[src/rtl/unary_sqrt_sched.sv]
// Round-robin scheduler sharing one unary sqrt kernel across NREQ binary requesters.
// Optional 4-cycle kernel warm-up before counting: define UNARY_SQRT_SCHED_WARMUP_EN.
module unary_sqrt_sched #(
  parameter int NREQ = 4,
  parameter int DW   = 8,
  parameter int IDW  = 2
) (
  input  logic               clk,
  input  logic               rst,
  input  logic [NREQ-1:0]    req,
  input  logic [NREQ*DW-1:0] req_data,
  output logic [NREQ-1:0]    gnt,
  output logic               kern_in,
  output logic               kern_rst_n,
  input  logic               kern_out,
  output logic               rsp_valid,
  input  logic               rsp_ready,
  output logic [IDW-1:0]     rsp_id,
  output logic [DW-1:0]      rsp_data
);

  typedef enum logic [1:0] {S_IDLE, S_CLEAR, S_RUN, S_RESP} state_t;

  state_t         state_q, state_d;
  logic [IDW-1:0] rr_q, rr_d;
  logic [IDW-1:0] id_q, id_d;
  logic [DW-1:0]  x_q, x_d;
  logic [DW-1:0]  c_q, c_d;
  logic [DW:0]    ones_q, ones_d;
`ifdef UNARY_SQRT_SCHED_WARMUP_EN
  logic [2:0]     warm_q, warm_d;
`endif

  logic           found;
  logic [IDW-1:0] gidx;
  int unsigned    idx;
  logic [DW-1:0]  c_rev;

  // Scan starting at the rr pointer, wrapping without a modulo operator.
  always_comb begin
    found = 1'b0;
    gidx  = '0;
    idx   = 0;
    for (int unsigned k = 0; k < NREQ; k++) begin
      idx = 32'(rr_q) + k;
      if (idx >= NREQ) idx = idx - NREQ;
      if (!found && req[idx]) begin
        found = 1'b1;
        gidx  = idx[IDW-1:0];
      end
    end
  end

  always_comb begin
    for (int unsigned b = 0; b < DW; b++) c_rev[b] = c_q[DW-1-b];
  end

  always_comb begin
    state_d    = state_q;
    rr_d       = rr_q;
    id_d       = id_q;
    x_d        = x_q;
    c_d        = c_q;
    ones_d     = ones_q;
`ifdef UNARY_SQRT_SCHED_WARMUP_EN
    warm_d     = warm_q;
`endif
    gnt        = '0;
    kern_in    = 1'b0;
    kern_rst_n = 1'b1;
    rsp_valid  = 1'b0;
    rsp_id     = '0;
    rsp_data   = '0;

    case (state_q)
      S_IDLE: begin
        if (found) begin
          gnt[gidx] = 1'b1;
          x_d       = req_data[32'(gidx)*DW +: DW];
          id_d      = gidx;
          rr_d      = (32'(gidx) == NREQ - 1) ? '0 : gidx + IDW'(1);
          state_d   = S_CLEAR;
        end
      end
      S_CLEAR: begin
        kern_rst_n = 1'b0;
        c_d        = '0;
        ones_d     = '0;
`ifdef UNARY_SQRT_SCHED_WARMUP_EN
        warm_d     = '0;
`endif
        state_d    = S_RUN;
      end
      S_RUN: begin
`ifdef UNARY_SQRT_SCHED_WARMUP_EN
        if (warm_q != 3'd4) begin
          kern_in = (x_q != '0);
          warm_d  = warm_q + 3'd1;
        end else begin
          kern_in = (x_q > c_rev);
          ones_d  = ones_q + {{DW{1'b0}}, kern_out};
          c_d     = c_q + DW'(1);
          if (c_q == '1) state_d = S_RESP;
        end
`else
        kern_in = (x_q > c_rev);
        ones_d  = ones_q + {{DW{1'b0}}, kern_out};
        c_d     = c_q + DW'(1);
        if (c_q == '1) state_d = S_RESP;
`endif
      end
      S_RESP: begin
        rsp_valid = 1'b1;
        rsp_id    = id_q;
        rsp_data  = ones_q[DW] ? '1 : ones_q[DW-1:0];
        if (rsp_ready) state_d = S_IDLE;
      end
      default: state_d = S_IDLE;
    endcase

    // Reset forces every output regardless of the registered state.
    if (rst) begin
      gnt        = '0;
      kern_in    = 1'b0;
      kern_rst_n = 1'b0;
      rsp_valid  = 1'b0;
      rsp_id     = '0;
      rsp_data   = '0;
    end
  end

  always_ff @(posedge clk) begin
    if (rst) begin
      state_q <= S_IDLE;
      rr_q    <= '0;
      id_q    <= '0;
      x_q     <= '0;
      c_q     <= '0;
      ones_q  <= '0;
`ifdef UNARY_SQRT_SCHED_WARMUP_EN
      warm_q  <= '0;
`endif
    end else begin
      state_q <= state_d;
      rr_q    <= rr_d;
      id_q    <= id_d;
      x_q     <= x_d;
      c_q     <= c_d;
      ones_q  <= ones_d;
`ifdef UNARY_SQRT_SCHED_WARMUP_EN
      warm_q  <= warm_d;
`endif
    end
  end

endmodule

[config.mk]
export PLATFORM = sky130hd
export DESIGN_NAME = unary_sqrt_sched
export DESIGN_NICKNAME = d
export VERILOG_FILES = /design/src/rtl/unary_sqrt_sched.sv
export SDC_FILE = /design/constraint.sdc
export NUM_CORES = 1
export LEC_CHECK = 0
export BUFFER_PORTS_ARGS = -buffer_cell sky130_fd_sc_hd__buf_2
export CAP_MARGIN = 20
export CORE_MARGIN = 2
export CORE_UTILIZATION = 32
export DETAILED_ROUTE_END_ITERATION = 16
export GPL_TIMING_DRIVEN = 0
export PLACE_DENSITY = 0.61
export SYNTH_ARGS = -nofsm -noshare
export SYNTH_HDL_FRONTEND = slang
export SYNTH_SLANG_ARGS = --single-unit
[constraint.sdc]
create_clock -name clk -period 2.8 [get_ports clk]
set_input_delay 0 -clock clk [delete_from_list [all_inputs] [get_ports clk]]
set_output_delay 0 -clock clk [all_outputs]
set_load 0.005 [all_outputs]
# --- After elaboration in Yosys (flattened, before gate mapping) ---
# Index checks and enable logic that the tools add are counted.
totals:
  register_bits: 31
  latchBits: 0
  ramBits: 0
  romBits: 0
  output_inout_bits: 17
  wordCells: 90
  mem_count: 0
classes:
  add_sub_neg: 10
  mul: 0
  div: 0
  order_cmp: 11
  eq_ne: 8
  n_shift: 1
  mux: 43
  bitwise: 0
  n_reduce_logical: 11
ops:
  columns: ["operator", "n"]
  rows:
  - ["less-than comparator 32 x 3 -> 1 bit, second input constant", 4]
  - ["two-way mux 32 bit", 4]
  - ["indexed part select 32 x 6 -> 8 bit", 1]
  - ["two-way mux 8 bit", 3]
  - ["two-way mux 2 bit", 10]
  - ["case mux 9 bit (2 select lines)", 1]
  - ["case mux 8 bit (2 select lines)", 1]
  - ["two-way mux 1 bit", 15]
  - ["two-way mux 4 bit", 3]
  - ["subtractor 3 x 3 -> 4 bit, second input constant", 3]
  - ["adder 9 x 1 -> 9 bit", 1]
  - [">= comparator 3 bit, second input constant", 3]
  - ["adder 8 x 1 -> 8 bit, second input constant", 1]
  - ["binary-select mux 1 bit (select 2 bit)", 4]
  - ["equality test 8 bit, second input constant", 1]
  - ["> comparator 8 bit", 1]
  - ["case mux 2 bit (4 select lines)", 1]
  - ["adder 2 x 2 -> 3 bit, second input constant", 2]
  - ["equality test 2 bit, second input constant", 3]
  - ["!= test 2 bit, second input constant", 3]
  - ["logical AND 1 bit", 4]
  - ["subtractor 2 x 3 -> 4 bit, second input constant", 1]
  - ["adder 2 x 1 -> 3 bit, second input constant", 1]
  - [">= comparator 2 x 3 -> 1 bit, second input constant", 1]
  - ["10 further kinds", 12]

# --- Depth between registers and ports, before layout ---
depth:
  depth_word: 21
  mapped_depth: 8

# --- Worst setup path before layout ---
# Ideal clock, no wire load.
synth_timing:
  path_kind: "reg-to-reg"
  startpoint: "register rr_q[1]"
  endpoint: "register rr_q[1]"
  setup_ps: 128
  arrival_time_ps: 1532
  required_time_ps: 2672
  setup_slack_ps: 1140
  stages_incl_launch_ff: 8
  n_path_buf: 1
  path_cell_list: "dfxtp_1 mux2i_1 o2bb2ai_4 nor2_8 buf_12 ha_1 mux2i_1 nor2_1"
synth_between:
  elab_chain_len: 16
  elab_cells_between_ends: 41
synth_lines:
  columns: ["item", "line_no", "source"]
  rows:
  - ["from (decl)", "25", "logic [IDW-1:0] rr_q, rr_d;"]
  - ["from (signal assigned)", "145", "rr_q <= rr_d;"]
  - ["parallel branches: the longest is 16 deep, another holds subtractor 3 x 3 -> 4 bit", null, null]
# Parallel ways; which one is timed is not known. The select of a mux whose other input is x is not followed.
# A chain may end at the register's enable or synchronous reset.

# --- Final worst setup path ---
layout_timing:
  startpoint: "register rr_q[1]"
  endpoint: "output gnt[3]"
layout_between:
  elab_chain_len: 21
  elab_cells_between_ends: 45
layout_lines:
  columns: ["item", "line_no", "source"]
  rows:
  - ["parallel branches: the longest is 18 deep, another holds subtractor 3 x 3 -> 4 bit", null, null]
  - ["two-way mux 4 bit *", "77", "if (found) begin"]
  - ["two-way mux 4 bit *", "75", "case (state_q)"]
  - ["two-way mux 4 bit *", "122", "if (rst) begin"]
  - ["to (decl)", "12", "output logic [NREQ-1:0] gnt,"]
# Every way passes the cells marked *. The select of a mux whose other input is x is not followed.

==> impl_metrics.ini <==
[status]
status = complete, no violations

[hold_path]
hold_class = input pin to flip-flop
min_from = req_data[22]

[worst_setup_path]
crit_cells = 7
reg2reg_depth = 7
criticalPathCategory = flip-flop to output pin
r2r-start = rr_q[1]
worstSetupEndpoint = gnt[3]
max_stage_delay_ps = 420
worstPathMaxFanout = 10
r2r-end = rr_q[1]
cp.buffers_inverters = 2
critPathLaunch = rr_q[1]
cp-start-kind = flip-flop
endpoint_kind = output pin
cp_top_family = flip-flops
cp_data_arrival_time_ps = 1950
cp.required_ps = 2800
cpMaxStageDelayCell = dfxtp_1
cp_cell_sequence = mux2i_1 -> o2bb2ai_4 -> nor2_8 -> buf_12 -> ha_1 -> and2_1 -> buf_2
rrSetupSlack_ps = 950

[grt]
grt_overflow = 0
grt_pass1_vias = 1802
antenna_found_initial = 0
grt_pass1_wl_um = 7760
grt_max_degree = 11
grt_usage_pct = 14.6

[clock_tree]
cts_hold_buf = 0
cts_max_path_buffers = 2
cts_made_buffers = 5
cts_tree = built
root_buffer = clkbuf_8
clock-sinks = 31
clk_latency_ps = 280
htree_levels = 2
post_cts_resize_count = 0
post-cts-setup-buffers = 0
clk_pin_slew_ps = 70

[timing]
fin_crit_sh_pct = 69.7
max_freq_mhz = 512
hold_viol = 0
slew_headroom_pct = 69.1
tightest_slew_ps = 463
min_period_ps = 1950
setup_tns_ps = 0
rsz0062_at_grt = false
setup_viol = 0
finClkSkew_ps = 8.76
drv_slew = 0

[place]
routabilityCongestion = 0.784
numPortBuffers = 56
hpwlAfterDp_um = 3470
placed_cells = 364

[yosys]
ys_top_cells_by_area = dfxtp_1 31%, ha_1 11%, mux2i_1 9.6%
syn_area_um2 = 1990
synth_top_area_share_pct = 31.2
synth-edff-count = 0
async_reset_ff_share_pct = 0
synth_top_area_cell = dfxtp_1
synth-seq-cells = 31
ys_seq_area_share_pct = 31.2
synth_nets = 290
yosys_warnings = 0
avgSynthCellArea_um2 = 8.53
netlist_instances = 233
synth_cell_types = 38
synth-main-ff-cell = dfxtp_1

[layout]
layout_commonest_cell = buf_2
final-seq-area_um2 = 621
fin_cells = 372
layout.nets = 353
multi_input_area_um2 = 1250
mostFrequentLayoutCells = 58 x buf_2, 35 x nor2_1, 31 x dfxtp_1, 19 x mux2i_1, 17 x ha_1
syn_to_final_growth_pct = 22.9
nFillCells = 635
drive_above_1_share_pct = 24.6
n_antenna_cell = 0

[drt]
route.detailed.drc = 0
via_per_inst = 4.87
dr.pass1.iters = 4
drt-initial-drc-count = 67
antenna_left = 0
wl_per_cell_um = 11.8
wl_um = 4400
vias = 1811

[die]
initial_utilization_pct = 33.4
pin_count = 57
die_x_um = 82.8
core_um2 = 5960
die_y_um = 82.8
rows = 28
dieArea_um2 = 6860

[power_and_ir_drop]
peakVddDrop_uv = 298
power_mw = 1.73
p_per_area_nw_per_um2 = 710
leakage_nw = 1.04

[run]
maxCapViolCount = 0
Yosys cell counts, types with 3 or more instances:
cell	count
nor2_1	35
dfxtp_1	31
mux2i_1	19
ha_1	17
a21oi_1	14
inv_1	11
nand3b_1	9
nand2_1	8
nand3_1	8
nand4_1	8
o221ai_1	8
nand2b_1	7
xnor2_1	7
clkbuf_1	5
nor3_1	5
o21ai_1	4
xor2_1	4
and2_1	3
inv_2	3
nor2b_1	3
or3_1	3
area by class of cell:
type / instances / share of cell area (%)
multi-input cells: 178 / 51.3
flip-flops and latches: 31 / 25.4
repair buffers: 56 / 11.5
well taps: 75 / 3.84
clock buffers: 7 / 3.13
plain buffers: 10 / 2.46
inverters: 14 / 2.15
clock inverters: 1 / 0.205
worst min-delay path by stage:
stage	endpoint	slack (ps)	cells after the start
floorplan	gnt[3]	180	2
global placement	x_q[6]	310	3
detailed placement	x_q[6]	310	3
CTS	x_q[6]	20	3
global route	x_q[6]	30	3
finish	x_q[6]	30	3
kinds of logic after synthesis:
kind of cell             share of synthesized area, %
buffers and inverters                            5.67
adder cells (fa/ha/maj)                          10.7
XOR/XNOR                                         4.85
AO/OA/AOI/OAI                                    12.9
AND/OR/NAND/NOR                                  25.1
flip-flops                                       31.2
multiplexers                                     9.57
state kept, by name (all words and copies together) (netlist names):
name / cells
ones_q: 9
c_q: 8
x_q: 8
id_q: 2
rr_q: 2
state_q: 2
where the power goes:
part	leakage (nW)	internal [mW]	switching, mW	total, mW
clock network	0.0422	0.174	0.162	0.336
logic	0.749	0.359	0.431	0.790
registers	0.253	0.538	0.0693	0.608
total	1.04	1.07	0.663	1.73
worst register-to-register path: stages, from the launching register on:
cell and delay [ps]:
dfxtp_1 420, mux2i_1 330, o2bb2ai_4 160, nor2_8 240, buf_12 180, ha_1 230
mux2i_1 130, nor2_1 50
per-stage QoR:
| step | instance area, um2 | utilization, % | setup slack, ps | hold slack (ps) |
|---|---|---|---|---|
| 2_1_floorplan | 1990 | - | 1140 | 180 |
| 3_3_place_gp | 2360 | 39.6 | 974 | 312 |
| 3_5_place_dp | 2360 | 39.6 | 950 | 313 |
| 4_1_cts | 2440 | 41.0 | 818 | 21.2 |
| 5_1_grt | 2440 | 41.0 | 670 | 27.4 |
| 6_report | 2440 | 41.0 | 847 | 29.6 |
metal layers:
layer	up-vias	share of wire, %	global-route usage, %
li1	945	-	-
met3	5	3.0	3.03
met2	25	48	24.8
met1	836	48	18.6
met5	-	0	0
met4	0	1.2	4.59
No activity file was read; power rests on OpenSTA's default activity.
